===== src/rtl/prog_loader_pkg.sv =====
// -----------------------------------------------------------------------------
// prog_loader_pkg
// Shared definitions for the boot-time program loader: loader FSM state
// encoding and the default geometry of the instruction memory it fills.
// No ports (package).
// -----------------------------------------------------------------------------
package prog_loader_pkg;

   localparam int ADDR_W_DEF    = 10;
   localparam int DATA_W_DEF    = 16;
   localparam int MAX_WORDS_DEF = 1 << ADDR_W_DEF;

   typedef enum logic [2:0] {
      S_LEN_HI,
      S_LEN_LO,
      S_DATA_HI,
      S_DATA_LO,
      S_CSUM_HI,
      S_CSUM_LO,
      S_DONE,
      S_ERR
   } state_t;

endpackage : prog_loader_pkg


===== src/rtl/prog_loader_if.sv =====
// -----------------------------------------------------------------------------
// prog_loader_if
// Bundles the loader's byte-stream handshake, instruction-memory write port
// and status outputs.
//   master : byte source / observer side (drives in_valid, in_data)
//   slave  : the loader (drives in_ready, mem_*, cpu_hold, load_done,
//            load_err, word_count)
// Signals:
//   in_valid, in_data[7:0], in_ready         byte stream handshake
//   mem_we, mem_addr[ADDR_W-1:0], mem_wdata  instruction-memory write port
//   cpu_hold, load_done, load_err            core stall and load status
//   word_count[ADDR_W:0]                     words written so far
// -----------------------------------------------------------------------------
interface prog_loader_if #(
   parameter int ADDR_W = 10,
   parameter int DATA_W = 16
);
   logic              in_valid;
   logic [7:0]        in_data;
   logic              in_ready;
   logic              mem_we;
   logic [ADDR_W-1:0] mem_addr;
   logic [DATA_W-1:0] mem_wdata;
   logic              cpu_hold;
   logic              load_done;
   logic              load_err;
   logic [ADDR_W:0]   word_count;

   modport master (
      output in_valid, in_data,
      input  in_ready, mem_we, mem_addr, mem_wdata,
             cpu_hold, load_done, load_err, word_count
   );

   modport slave (
      input  in_valid, in_data,
      output in_ready, mem_we, mem_addr, mem_wdata,
             cpu_hold, load_done, load_err, word_count
   );
endinterface : prog_loader_if


===== src/rtl/prog_loader_csum.sv =====
// -----------------------------------------------------------------------------
// prog_loader_csum
// 16-bit wrapping accumulator of the image's data words, with a compare
// against the checksum word received at the end of the stream.
// Ports:
//   clk, reset     clock, synchronous active-high reset
//   clr_i          clear the running sum
//   add_en_i       add add_val_i to the running sum this cycle
//   add_val_i      data word to accumulate
//   cmp_val_i      checksum candidate
//   match_o        running sum equals cmp_val_i (combinational)
// -----------------------------------------------------------------------------
module prog_loader_csum (
   input  logic        clk,
   input  logic        reset,
   input  logic        clr_i,
   input  logic        add_en_i,
   input  logic [15:0] add_val_i,
   input  logic [15:0] cmp_val_i,
   output logic        match_o
);

   logic [15:0] sum_q;

   always_ff @(posedge clk) begin
      if (reset || clr_i) begin
         sum_q <= '0;
      end else if (add_en_i) begin
         sum_q <= sum_q + add_val_i;   // wraps mod 2^16
      end
   end

   assign match_o = (sum_q == cmp_val_i);

endmodule : prog_loader_csum


===== src/rtl/prog_loader.sv =====
// -----------------------------------------------------------------------------
// prog_loader
// Boot-time program loader. Receives LEN_HI, LEN_LO then LEN big-endian
// 16-bit words over a valid/ready byte stream and writes them to consecutive
// instruction-memory addresses from 0. The core is held (cpu_hold) until the
// whole image is written; a bad length (or bad checksum) leaves it held.
// Ports:
//   clk     system clock, rising edge
//   reset   synchronous, active-high
//   bus     prog_loader_if.slave: in_valid/in_data/in_ready, mem_we/
//           mem_addr/mem_wdata, cpu_hold, load_done, load_err, word_count
// Optional build macro PROG_LOADER_CHECKSUM_EN: when defined, a 16-bit
// checksum word (sum of data words mod 2^16) follows the image and must
// match for the load to complete.
// -----------------------------------------------------------------------------
module prog_loader
   import prog_loader_pkg::*;
#(
   parameter int ADDR_W    = ADDR_W_DEF,
   parameter int DATA_W    = DATA_W_DEF,
   parameter int MAX_WORDS = MAX_WORDS_DEF
) (
   input  logic          clk,
   input  logic          reset,
   prog_loader_if.slave  bus
);

   state_t            state_q;
   logic [7:0]        hi_q;
   logic [15:0]       len_q;
   logic [ADDR_W:0]   word_count_q;
   logic              mem_we_q;
   logic [ADDR_W-1:0] mem_addr_q;
   logic [DATA_W-1:0] mem_wdata_q;
   logic              cpu_hold_q;
   logic              load_done_q;
   logic              load_err_q;

   logic              in_ready;
   logic              xfer;
   logic [15:0]       word_d;      // {latched hi byte, current byte}
   logic              last_word;
   logic              len_too_big;

   // Ready is a pure decode of the state so it never depends on in_valid.
   assign in_ready    = (state_q != S_DONE) && (state_q != S_ERR);
   assign xfer        = bus.in_valid && in_ready;
   assign word_d      = {hi_q, bus.in_data};
   assign len_too_big = {1'b0, word_d} > 17'(MAX_WORDS);
   assign last_word   = (32'(word_count_q) + 32'd1) == 32'(len_q);

`ifdef PROG_LOADER_CHECKSUM_EN
   localparam state_t S_TAIL = S_CSUM_HI;
   logic csum_match;

   prog_loader_csum u_csum (
      .clk       (clk),
      .reset     (reset),
      .clr_i     (state_q == S_LEN_HI),
      .add_en_i  (xfer && (state_q == S_DATA_LO)),
      .add_val_i (word_d),
      .cmp_val_i (word_d),
      .match_o   (csum_match)
   );
`else
   localparam state_t S_TAIL = S_DONE;
`endif

   always_ff @(posedge clk) begin
      if (reset) begin
         state_q      <= S_LEN_HI;
         word_count_q <= '0;
         mem_we_q     <= 1'b0;
         mem_addr_q   <= '0;
         mem_wdata_q  <= '0;
         cpu_hold_q   <= 1'b1;
         load_done_q  <= 1'b0;
         load_err_q   <= 1'b0;
      end else begin
         mem_we_q    <= 1'b0;
         // Status follows the state one cycle later, so the final write
         // strobe has always retired by the cycle the core is released.
         cpu_hold_q  <= (state_q != S_DONE);
         load_done_q <= (state_q == S_DONE);
         load_err_q  <= (state_q == S_ERR);

         if (xfer) begin
            case (state_q)
               S_LEN_HI: begin
                  hi_q    <= bus.in_data;
                  state_q <= S_LEN_LO;
               end
               S_LEN_LO: begin
                  len_q <= word_d;
                  if (len_too_big)         state_q <= S_ERR;
                  else if (word_d == '0)   state_q <= S_TAIL;
                  else                     state_q <= S_DATA_HI;
               end
               S_DATA_HI: begin
                  hi_q    <= bus.in_data;
                  state_q <= S_DATA_LO;
               end
               S_DATA_LO: begin
                  mem_wdata_q  <= word_d;
                  mem_addr_q   <= word_count_q[ADDR_W-1:0];
                  mem_we_q     <= 1'b1;
                  word_count_q <= word_count_q + 1'b1;
                  state_q      <= last_word ? S_TAIL : S_DATA_HI;
               end
`ifdef PROG_LOADER_CHECKSUM_EN
               S_CSUM_HI: begin
                  hi_q    <= bus.in_data;
                  state_q <= S_CSUM_LO;
               end
               S_CSUM_LO: begin
                  state_q <= csum_match ? S_DONE : S_ERR;
               end
`endif
               default: begin
                  state_q <= state_q;
               end
            endcase
         end
      end
   end

   assign bus.in_ready   = in_ready;
   assign bus.mem_we     = mem_we_q;
   assign bus.mem_addr   = mem_addr_q;
   assign bus.mem_wdata  = mem_wdata_q;
   assign bus.cpu_hold   = cpu_hold_q;
   assign bus.load_done  = load_done_q;
   assign bus.load_err   = load_err_q;
   assign bus.word_count = word_count_q;

endmodule : prog_loader


===== src/flat_wrapper.sv =====
// flat-port wrapper written by rule: the top's interface ports become plain ports
module prog_loader_flat import prog_loader_pkg::*;
#(
   parameter int ADDR_W    = ADDR_W_DEF,
   parameter int DATA_W    = DATA_W_DEF,
   parameter int MAX_WORDS = MAX_WORDS_DEF
)
  (clk, reset, bus_in_valid, bus_in_data, bus_in_ready, bus_mem_we, bus_mem_addr, bus_mem_wdata, bus_cpu_hold, bus_load_done, bus_load_err, bus_word_count);
  prog_loader_if #(.ADDR_W(ADDR_W), .DATA_W(DATA_W)) bus_i ();
  input  logic clk;
  input  logic reset;
  input wire logic [$bits(bus_i.in_valid)-1:0] bus_in_valid;
  input wire logic [$bits(bus_i.in_data)-1:0] bus_in_data;
  output wire logic [$bits(bus_i.in_ready)-1:0] bus_in_ready;
  output wire logic [$bits(bus_i.mem_we)-1:0] bus_mem_we;
  output wire logic [$bits(bus_i.mem_addr)-1:0] bus_mem_addr;
  output wire logic [$bits(bus_i.mem_wdata)-1:0] bus_mem_wdata;
  output wire logic [$bits(bus_i.cpu_hold)-1:0] bus_cpu_hold;
  output wire logic [$bits(bus_i.load_done)-1:0] bus_load_done;
  output wire logic [$bits(bus_i.load_err)-1:0] bus_load_err;
  output wire logic [$bits(bus_i.word_count)-1:0] bus_word_count;
  assign bus_i.in_valid = bus_in_valid;
  assign bus_i.in_data = bus_in_data;
  assign bus_in_ready = bus_i.in_ready;
  assign bus_mem_we = bus_i.mem_we;
  assign bus_mem_addr = bus_i.mem_addr;
  assign bus_mem_wdata = bus_i.mem_wdata;
  assign bus_cpu_hold = bus_i.cpu_hold;
  assign bus_load_done = bus_i.load_done;
  assign bus_load_err = bus_i.load_err;
  assign bus_word_count = bus_i.word_count;
  prog_loader #(.ADDR_W(ADDR_W), .DATA_W(DATA_W), .MAX_WORDS(MAX_WORDS)) u_core (.clk(clk), .reset(reset), .bus(bus_i));
endmodule

===== config.mk =====
export PLATFORM = sky130hd
export DESIGN_NAME = prog_loader_flat
export DESIGN_NICKNAME = d
export VERILOG_FILES = /design/src/rtl/prog_loader_pkg.sv /design/src/rtl/prog_loader_if.sv /design/src/rtl/prog_loader_csum.sv /design/src/rtl/prog_loader.sv /design/src/flat_wrapper.sv
export SDC_FILE = /design/constraint.sdc
export NUM_CORES = 1
export LEC_CHECK = 0
export BUFFER_PORTS_ARGS = -buffer_cell sky130_fd_sc_hd__buf_4
export CAP_MARGIN = 30
export CELL_PAD_IN_SITES_DETAIL_PLACEMENT = 1
export CELL_PAD_IN_SITES_GLOBAL_PLACEMENT = 2
export CORE_ASPECT_RATIO = 0.6
export CORE_MARGIN = 5
export CORE_UTILIZATION = 36
export DETAILED_ROUTE_END_ITERATION = 10
export GPL_TIMING_DRIVEN = 0
export PLACE_DENSITY = 0.91
export REMOVE_ABC_BUFFERS = 1
export SYNTH_ARGS = -nofsm -noshare
export SYNTH_HDL_FRONTEND = slang
export SYNTH_SLANG_ARGS = --single-unit

===== constraint.sdc =====
create_clock -name clk -period 4 [get_ports clk]
set_clock_uncertainty 0.2 [all_clocks]
set_input_delay 0.8 -clock clk [delete_from_list [all_inputs] [get_ports clk]]
set_output_delay 0.8 -clock clk [all_outputs]
set_load 0.005 [all_outputs]

* Word-level counts from Yosys, hierarchy flattened
Index checks and enable logic that the tools add are counted.
Storage, ports and cells: logic and storage cells 39, register bits after elaboration 68, output and inout port bits 42, bits of input ports 11
Cells by class: reduce and logical (&&, ||, !) cells 11, $add $sub $neg 2, multiplexer cells 5, $lt $le $gt $ge 1, equality and inequality tests 8, bitwise operators 2
Operator list (count):
- == test 32 x 16 -> 1 bit | 1
- greater-than comparator 16 x 11 -> 1 bit, second input constant | 1
- zero test 16 bit | 1
- adder 11 x 1 -> 12 bit, second input constant | 1
- case mux 3 bit (4 select lines) | 1
- adder 11 x 1 -> 11 bit, second input constant | 1
- 2-to-1 mux 3 bit | 3
- == test 3 x 2 -> 1 bit, second input constant | 2
- == test 3 bit, second input constant | 2
- inequality test 3 bit, second input constant | 2
- AND reduction 3 bit | 2
- AND reduction 2 bit | 2
- nonzero test 4 bit | 1
- OR reduction 2 bit | 2
- == test 3 x 1 -> 1 bit, second input constant | 1
- zero test 3 bit | 1
- logical AND 1 bit | 2
- NOT 1 bit | 2
- 2-to-1 mux 1 bit | 1

* Logic depth before layout (Yosys ltp)
Gate-level depths: netlist of the first run.
depth in word-level cells 5, gate-level depth with buffers 7, mapped depth without buffers 7

* Worst setup path after synthesis of the first run
Ideal clock, no wire load.
path type input-to-reg, start in bus_in_valid, end reg u_core.len_q[0] (enable), slack 1086 ps, setup time 412 ps, arrival time 2302 ps, required time 3388 ps, buffers on the path 0, cell stages on the path 3, cell sequence nor2b_1 -> nand2_1 -> nor3_1
Between the ends: cells in the longest elaborated chain, start to end 2
RTL lines:
- start, declared | RTL line flat_wrapper.sv:12 | input wire logic [$bits(bus_i.in_valid)-1:0] bus_in_valid;
- logical AND 1 bit | RTL line prog_loader.sv:47 | assign xfer = bus.in_valid && in_ready;
- AND reduction 3 bit (no source line)
- end signal, assigned | RTL line prog_loader.sv:94 | len_q <= word_d;
- end, declared | RTL line prog_loader.sv:30 | logic [15:0] len_q;
Every way passes these cells. A chain may end at the register's enable or synchronous reset.

* Worst setup path after layout of the first run
start in bus_in_valid, end reg u_core.state_q[2]
Between the ends: cells in the longest elaborated chain, start to end 2
RTL lines:
- logical AND 1 bit | RTL line prog_loader.sv:47
- AND reduction 2 bit (no source line)
- end signal, assigned | RTL line prog_loader.sv:108 | state_q <= last_word ? S_TAIL : S_DATA_HI;
- end signal, assigned | RTL line prog_loader.sv:120 | state_q <= state_q;
- end, declared | RTL line prog_loader.sv:28 | state_t state_q;
Every way passes these cells.

==> out/metrics.yaml, run 1 <==
crit_slowest_cell: "nand4b_1"
first_iter_violations: 142
route.detailed.drc: 0
slew_violations: 0
synth_largest_area_cell: "dfxtp_1"
ant_nets: 0
worstReg2RegStart: "u_core.state_q[0]"
max_freq_mhz: 349
finalCritPeriodShare_pct: 71.6
worstHoldPathType: "reg2reg"
async_flop_share_pct: 0
outcome: "completed"
max_cap_viol_count: 0
path_class: "in2reg"
drive_gt1_share_pct: 24.3
wirelength_um: 7130
clock_latency_ps: 330
hpwl_um: 5020
min_from: "u_core.bus.mem_addr[6]"
cp_max_fo: 19
die_width_um: 123
cp-end-kind: "flop"
crit_chain: "buf_4 > nand4b_1 > buf_16 > nor2_1 > nand4_1 > nor4_1 > o211ai_1 > o41ai_2"
slew_headroom_pct: 40.8
synth_edf_count: 24
grt_pass1_wl_um: 11200
cp.required_ps: 4020
synthFlopType: "dfxtp_1"
finalSetupViolations: 0
powerDensity_mw_per_mm2: 443
r2r_setup_slack_ps: 1180
max-clock-path-buffers: 2
crit_path_max_incr_delay_ps: 690
synth_common_cells: "61 x nand2_1, 44 x dfxtp_1, 36 x a21oi_1"
via_per_inst: 4.97
nets: 340
yosysWarnings: 0
grt_pass1_vias: 2185
gp_congestion: 0.831
hold_violations: 0
synth_area_mm2: 0.00276
cts_setup_buffers: 0
synth_area_leaders: "dfxtp_1 32%, edfxtp_1 26%, nand2_1 8.3%"
setup.worst_path.start: "bus_in_valid"
avgSynthCellArea_um2: 9.82
die_h_um: 77.8
grt_max_degree: 46
cts_inserted_buffers: 9
wl_per_cell_um: 16.3
hold_end: "u_core.bus.mem_addr[6]"
cts-root-buf: "clkbuf_16"
synth_top_cell_area_share_pct: 31.9
core_area_mm2: 0.00736
synth-seq-area-share_pct: 58.0
min_path_cells: 2
holdWs_ps: 250
clkTransAtPathRegs_ps: 50
synth.ff_latch_count: 68
rsz0062_at_grt: "false"
die-area_mm2: 0.00957
portBuffers: 52
dr.pass1.iters: 4
n_antenna_cell: 0
worstRegToRegCells: 7
cp-start-kind: "input pin"
design_area_mm2: 0.00354
fin_crit_ps: 2860
cp.arrival_ps: 2890
fin_setup_tns_ps: 0
rows: 24
cts_tree: "built"
synth_cell_types: 36
yosysMostFrequentCell: "nand2_1"
vias: 2172
peakVddDrop_mv: 0.259
area_growth_pct: 28.4
dpl_cell_area_mm2: 0.00325
syn_inst: 281
h-tree-depth: 3
leakagePower_uw: 0.00127
grt-ovfl-total: 0
floorplan.initialDensity_pct: 37.5
ctsHoldBuffers: 0
cts_resized: 0
antenna_found_initial: 0
clock-sinks: 68
pin_count: 53
worstReg2RegEnd: "u_core.state_q[2]"
worstMarginPinSlew_ps: 884
grt.total_usage_pct: 15.2
how the worst max path moves through the flow:
stage / end / slack (ps) / cells after the start
5_1_grt: u_core.state_q[2] / 880 / 7
6_report: u_core.state_q[2] / 1140 / 8
4_1_cts: u_core.state_q[2] / 1060 / 8
2_1_floorplan: u_core.len_q[0] / 1090 / 3
3_3_place_gp: u_core.state_q[2] / 240 / 7
3_5_place_dp: u_core.state_q[2] / 740 / 8
cell families (layout without fill, tap and decap cells):
family                   Yosys count  count (layout)  share of synthesized area, %
adder cells (fa/ha/maj)            1               1                         0.453
AO/OA/AOI/OAI                     50              50                          10.3
AND/OR/NAND/NOR                  117             117                          20.0
buffers and inverters             22              74                          3.72
XOR/XNOR                          22              22                          6.98
flip-flops                        68              68                          58.0
multiplexers                       1               1                         0.408
state kept, by name (all words and copies together) (netlist names):
signal	count
u_core.bus.load_err	1
u_core.bus.cpu_hold	1
u_core.bus.mem_wdata	16
u_core.state_q	3
u_core.len_q	16
u_core.bus.mem_we	1
u_core.bus.word_count	11
u_core.bus.mem_addr	10
u_core.hi_q	8
u_core.bus.load_done	1
placed cells by master (no fill, tap or decap), types with 2 or more instances in the layout:
| master | instances |
|---|---|
| clkinv_2 | 2 |
| nand4_1 | 4 |
| clkinvlp_4 | 2 |
| nand2_1 | 61 |
| edfxtp_1 | 24 |
| xnor2_1 | 13 |
| nand3_1 | 8 |
| inv_1 | 2 |
| a21oi_1 | 36 |
| nor2_1 | 17 |
| nand4b_1 | 2 |
| and3_1 | 2 |
| xor2_1 | 9 |
| buf_4 | 53 |
| clkbuf_16 | 9 |
| dfxtp_1 | 44 |
| nor4_1 | 6 |
| nor2b_1 | 2 |
| nor3b_1 | 3 |
| nor3_1 | 5 |
| o21ai_0 | 6 |
| a31oi_1 | 2 |
layer usage:
layer / part of all wire (%) / GRT usage, % / wire length, µm / up-vias
met3: 6.2 / 6.18 / 439 / 10
met2: 45 / 23.5 / 3200 / 46
met1: 47 / 19.2 / 3380 / 1052
li1: - / - / - / 1064
met5: 0 / 0 / 0 / -
met4: 1.6 / 5.64 / 112 / 0
power by group:
group / switching (µW) / leakage, µW / internal (µW) / total, µW
sequential: 11.4 / 0.000574 / 730 / 741
clock: 294 / 0.000139 / 478 / 772
combinational: 32.9 / 0.000558 / 21.9 / 54.9
total: 339 / 0.00127 / 1230 / 1570
layout make-up:
type	instances	area, µm²
Clock buffer	9	225
Clock inverter	7	67.6
Fill cell	842	3810
Inverter	2	7.51
Multi-Input combinational cell	191	1060
Sequential cell	68	1600
Tap cell	104	130
Timing Repair Buffer	56	452
stage by stage:
step / utilization, % / cells / setup WS [ps] / total power (µW)
2_1_floorplan: - / 261 / 1090 / 773
3_3_place_gp: 43.3 / 417 / 239 / 804
3_5_place_dp: 44.2 / 421 / 738 / 812
4_1_cts: 48.2 / 437 / 1060 / 1590
5_1_grt: 48.2 / 437 / 881 / 1620
6_report: 48.2 / 437 / 1140 / 1570
worst max-delay path, delay by kind of cell:
family                 cells  cell delay (ps)
AO/OA/AOI/OAI              2              380
AND/OR/NAND/NOR            4             1160
buffers and inverters      2              520
No activity file was read; power rests on OpenSTA's default activity.
==> inputs of run 2 (changes only) <==
--- a/config.mk
+++ b/config.mk
@@ -5,16 +5,17 @@
 export SDC_FILE = /design/constraint.sdc
 export NUM_CORES = 1
 export LEC_CHECK = 0
+export ABC_AREA = 1
 export BUFFER_PORTS_ARGS = -buffer_cell sky130_fd_sc_hd__buf_4
 export CAP_MARGIN = 30
 export CELL_PAD_IN_SITES_DETAIL_PLACEMENT = 1
 export CELL_PAD_IN_SITES_GLOBAL_PLACEMENT = 2
 export CORE_ASPECT_RATIO = 0.6
 export CORE_MARGIN = 5
-export CORE_UTILIZATION = 36
+export CORE_UTILIZATION = 29
 export DETAILED_ROUTE_END_ITERATION = 10
 export GPL_TIMING_DRIVEN = 0
-export PLACE_DENSITY = 0.91
+export PLACE_DENSITY = 0.83
 export REMOVE_ABC_BUFFERS = 1
 export SYNTH_ARGS = -nofsm -noshare
 export SYNTH_HDL_FRONTEND = slang
==> constraint.sdc (replaced) <==
create_clock -name clk -period 2.4 [get_ports clk]
set_clock_uncertainty 0.2 [all_clocks]
set_input_delay 0.48 -clock clk [delete_from_list [all_inputs] [get_ports clk]]
set_output_delay 0.48 -clock clk [all_outputs]
set_load 0.005 [all_outputs]
==> run 2 against run 1 <==
  * Global-route usage shrank 1.2 points
  * Clock power increased by 90%
  * Sequential power up 69%
  * Critical path type is now reg2reg
==> out/metrics.yaml, run 2 <==
outcome: "completed"
instances_no_fill: 541
synth_largest_area_cell: "dfxtp_1"
cp.required_ps: 2420
clkTransAtPathRegs_ps: 60
ant_nets: 0
cp.arrival_ps: 2190
clock-sinks: 68
fin_crit_ps: 2160
die_width_um: 138
die_h_um: 86.9
floorplan.initialDensity_pct: 29.3
regArea_mm2: 0.00160
yosysMostFrequentCell: "nor2_1"
worstHoldPathType: "in2reg"
crit_chain: "inv_1 > nand3_1 > nor2_4 > buf_12 > clkinvlp_2 > nor2_1 > nor2_1"
antenna_found_initial: 0
first_iter_violations: 100
die-area_mm2: 0.0120
peakVddDrop_mv: 0.392
hold_violations: 0
grt_pass1_vias: 2566
max_freq_mhz: 462
place_inst: 522
synth_cell_types: 27
power_uw: 2870
synthFlopType: "dfxtp_1"
grt_pass1_wl_um: 13100
cp-end-kind: "flop"
cts_tree: "built"
synthMuxAreaShare_pct: 0
layout_commonest_cell: "nor2_1"
synth_compound_area_share_pct: 11.1
slew_headroom_pct: 34.3
worstMarginPinSlew_ps: 977
dr.pass1.iters: 4
synth_top_family_by_area: "simple AND/OR/NAND/NOR gates"
async_flop_share_pct: 0
finalSetupViolations: 0
ctsHoldBuffers: 0
clock_latency_ps: 330
avgSynthCellArea_um2: 8.33
crit_slowest_cell: "clkinvlp_2"
yosys.area_share.simple_pct: 26.0
cp-start-kind: "flop"
grt.total_usage_pct: 14.1
cts_inserted_buffers: 9
drive_gt1_share_pct: 22.2
grt-ovfl-total: 0
n_antenna_cell: 0
synthAdderAreaFrac_pct: 0.438
fill_cells: 1202
portBuffers: 52
synth-seq-area-share_pct: 56.0
max-clock-path-buffers: 2
hpwl_um: 5760
crit_path_max_incr_delay_ps: 460
wirelength_um: 8150
cpMostUsedCell: "nor2_1"
syn_inst: 343
synth.ff_latch_count: 68
path_class: "reg2reg"
multi_input_area_mm2: 0.00109
area_growth_pct: 33.9
synth_area_leaders: "dfxtp_1 31%, edfxtp_1 25%, nor2_1 8.1%"
rsz0062_at_grt: "false"
leakagePower_uw: 0.00171
wl_per_cell_um: 15.1
synth_edf_count: 24
layout_common_cells: "61 x nor2_1, 57 x nand2_1, 53 x buf_4"
synth_xor_area_share_pct: 0
rows: 28
cp_max_fo: 14
slew_violations: 0
h-tree-depth: 3
core_area_mm2: 0.00974
gp_congestion: 0.775
grt_max_degree: 36
via_per_inst: 4.60
finalCritPeriodShare_pct: 90.1
synth_area_mm2: 0.00286
route.detailed.drc: 0
yosysWarnings: 0
synth_common_cells: "62 x nor2_1, 57 x nand2_1, 44 x dfxtp_1"
max_cap_viol_count: 0
nets: 413
pin_count: 53
powerDensity_mw_per_mm2: 749
vias: 2486
cts-root-buf: "clkbuf_16"
synth_top_cell_area_share_pct: 30.8
==> run 2: cell count changes after synthesis, moves of 4 or more <==
cell	before	now
nor2_1	17	62
inv_1	2	36
o21ai_0	6	30
a21oi_1	36	17
nand3_1	8	24
xnor2_1	13	0
xor2_1	9	0
clkbuf_1	14	6
nand2_2	0	5
nor4_1	6	1
nand2_1	61	57
o21ai_1	0	4
==> run 2: power by group <==
part	switching, µW	leakage, µW	internal (µW)
sequential	26.5	0.000575	1230
clock	501	0.000166	969
combinational	83.9	0.000966	58.7
total	612	0.00171	2260
==> run 2: logic make-up after synthesis <==
logic type | count (synthesis)
adders and majority gates | 1
DFF | 68
AOI/OAI and AO/OA | 59
buffers and inverters | 48
and+or+nand+nor | 167
==> run 2: layer usage <==
layer  track usage, %  vias up  routed length (µm)
met3             5.87        8                 432
li1                 -     1246                   -
met2             21.0       48                3450
met4             4.75        0                  99
met5                0        -                   0
met1             18.5     1184                4160
==> run 2: layout make-up <==
class                   count  area share [%]
inverters                  37            3.73
well taps                 135            4.41
clock buffers              11            6.60
clock inverters             5            2.16
repair inverters            1           0.131
repair buffers             57            12.7
multi-input cells         227            28.5
flip-flops and latches     68            41.8
==> run 2: final timing paths <==
kind                            depth (start not counted)  slack [ps]                       to              start
worst max-delay path                                    7         240  u_core.bus.mem_wdata[1]  u_core.state_q[2]
worst min-delay path                                    1         160          u_core.len_q[0]     bus_in_data[0]
worst max register to register                          7         240  u_core.bus.mem_wdata[1]  u_core.state_q[2]
worst min register to register                          0         280         u_core.len_q[12]     u_core.hi_q[4]
==> run 2: worst max-delay path, delay by kind of cell, from the launching register on <==
family / cells / cell delay (ps)
AND/OR/NAND/NOR: 4 / 730
buffers and inverters: 3 / 760
flip-flops: 1 / 360
==> run 2: per-stage QoR <==
stage | area, µm² | util, % | setup slack, ps | setup TNS [ps] | hold slack (ps)
6_report | 3830 | 39.3 | 236 | 0 | 158
5_1_grt | 3830 | 39.3 | 44.6 | 0 | 139
4_1_cts | 3790 | 38.9 | 96.3 | 0 | 142
3_5_place_dp | 3460 | 35.5 | 50.6 | 0 | 263
3_3_place_gp | 3370 | 34.6 | -2620 | -82890 | 265
2_1_floorplan | 2810 | - | -863 | -18620 | 251
==> run 2: timing repair <==
item                                   in CTS  in global routing
resized for setup                           0                  1
setup endpoints to repair                   0                  4
endpoints found under the hold margin       0                  0
buffers inserted                            0                  2
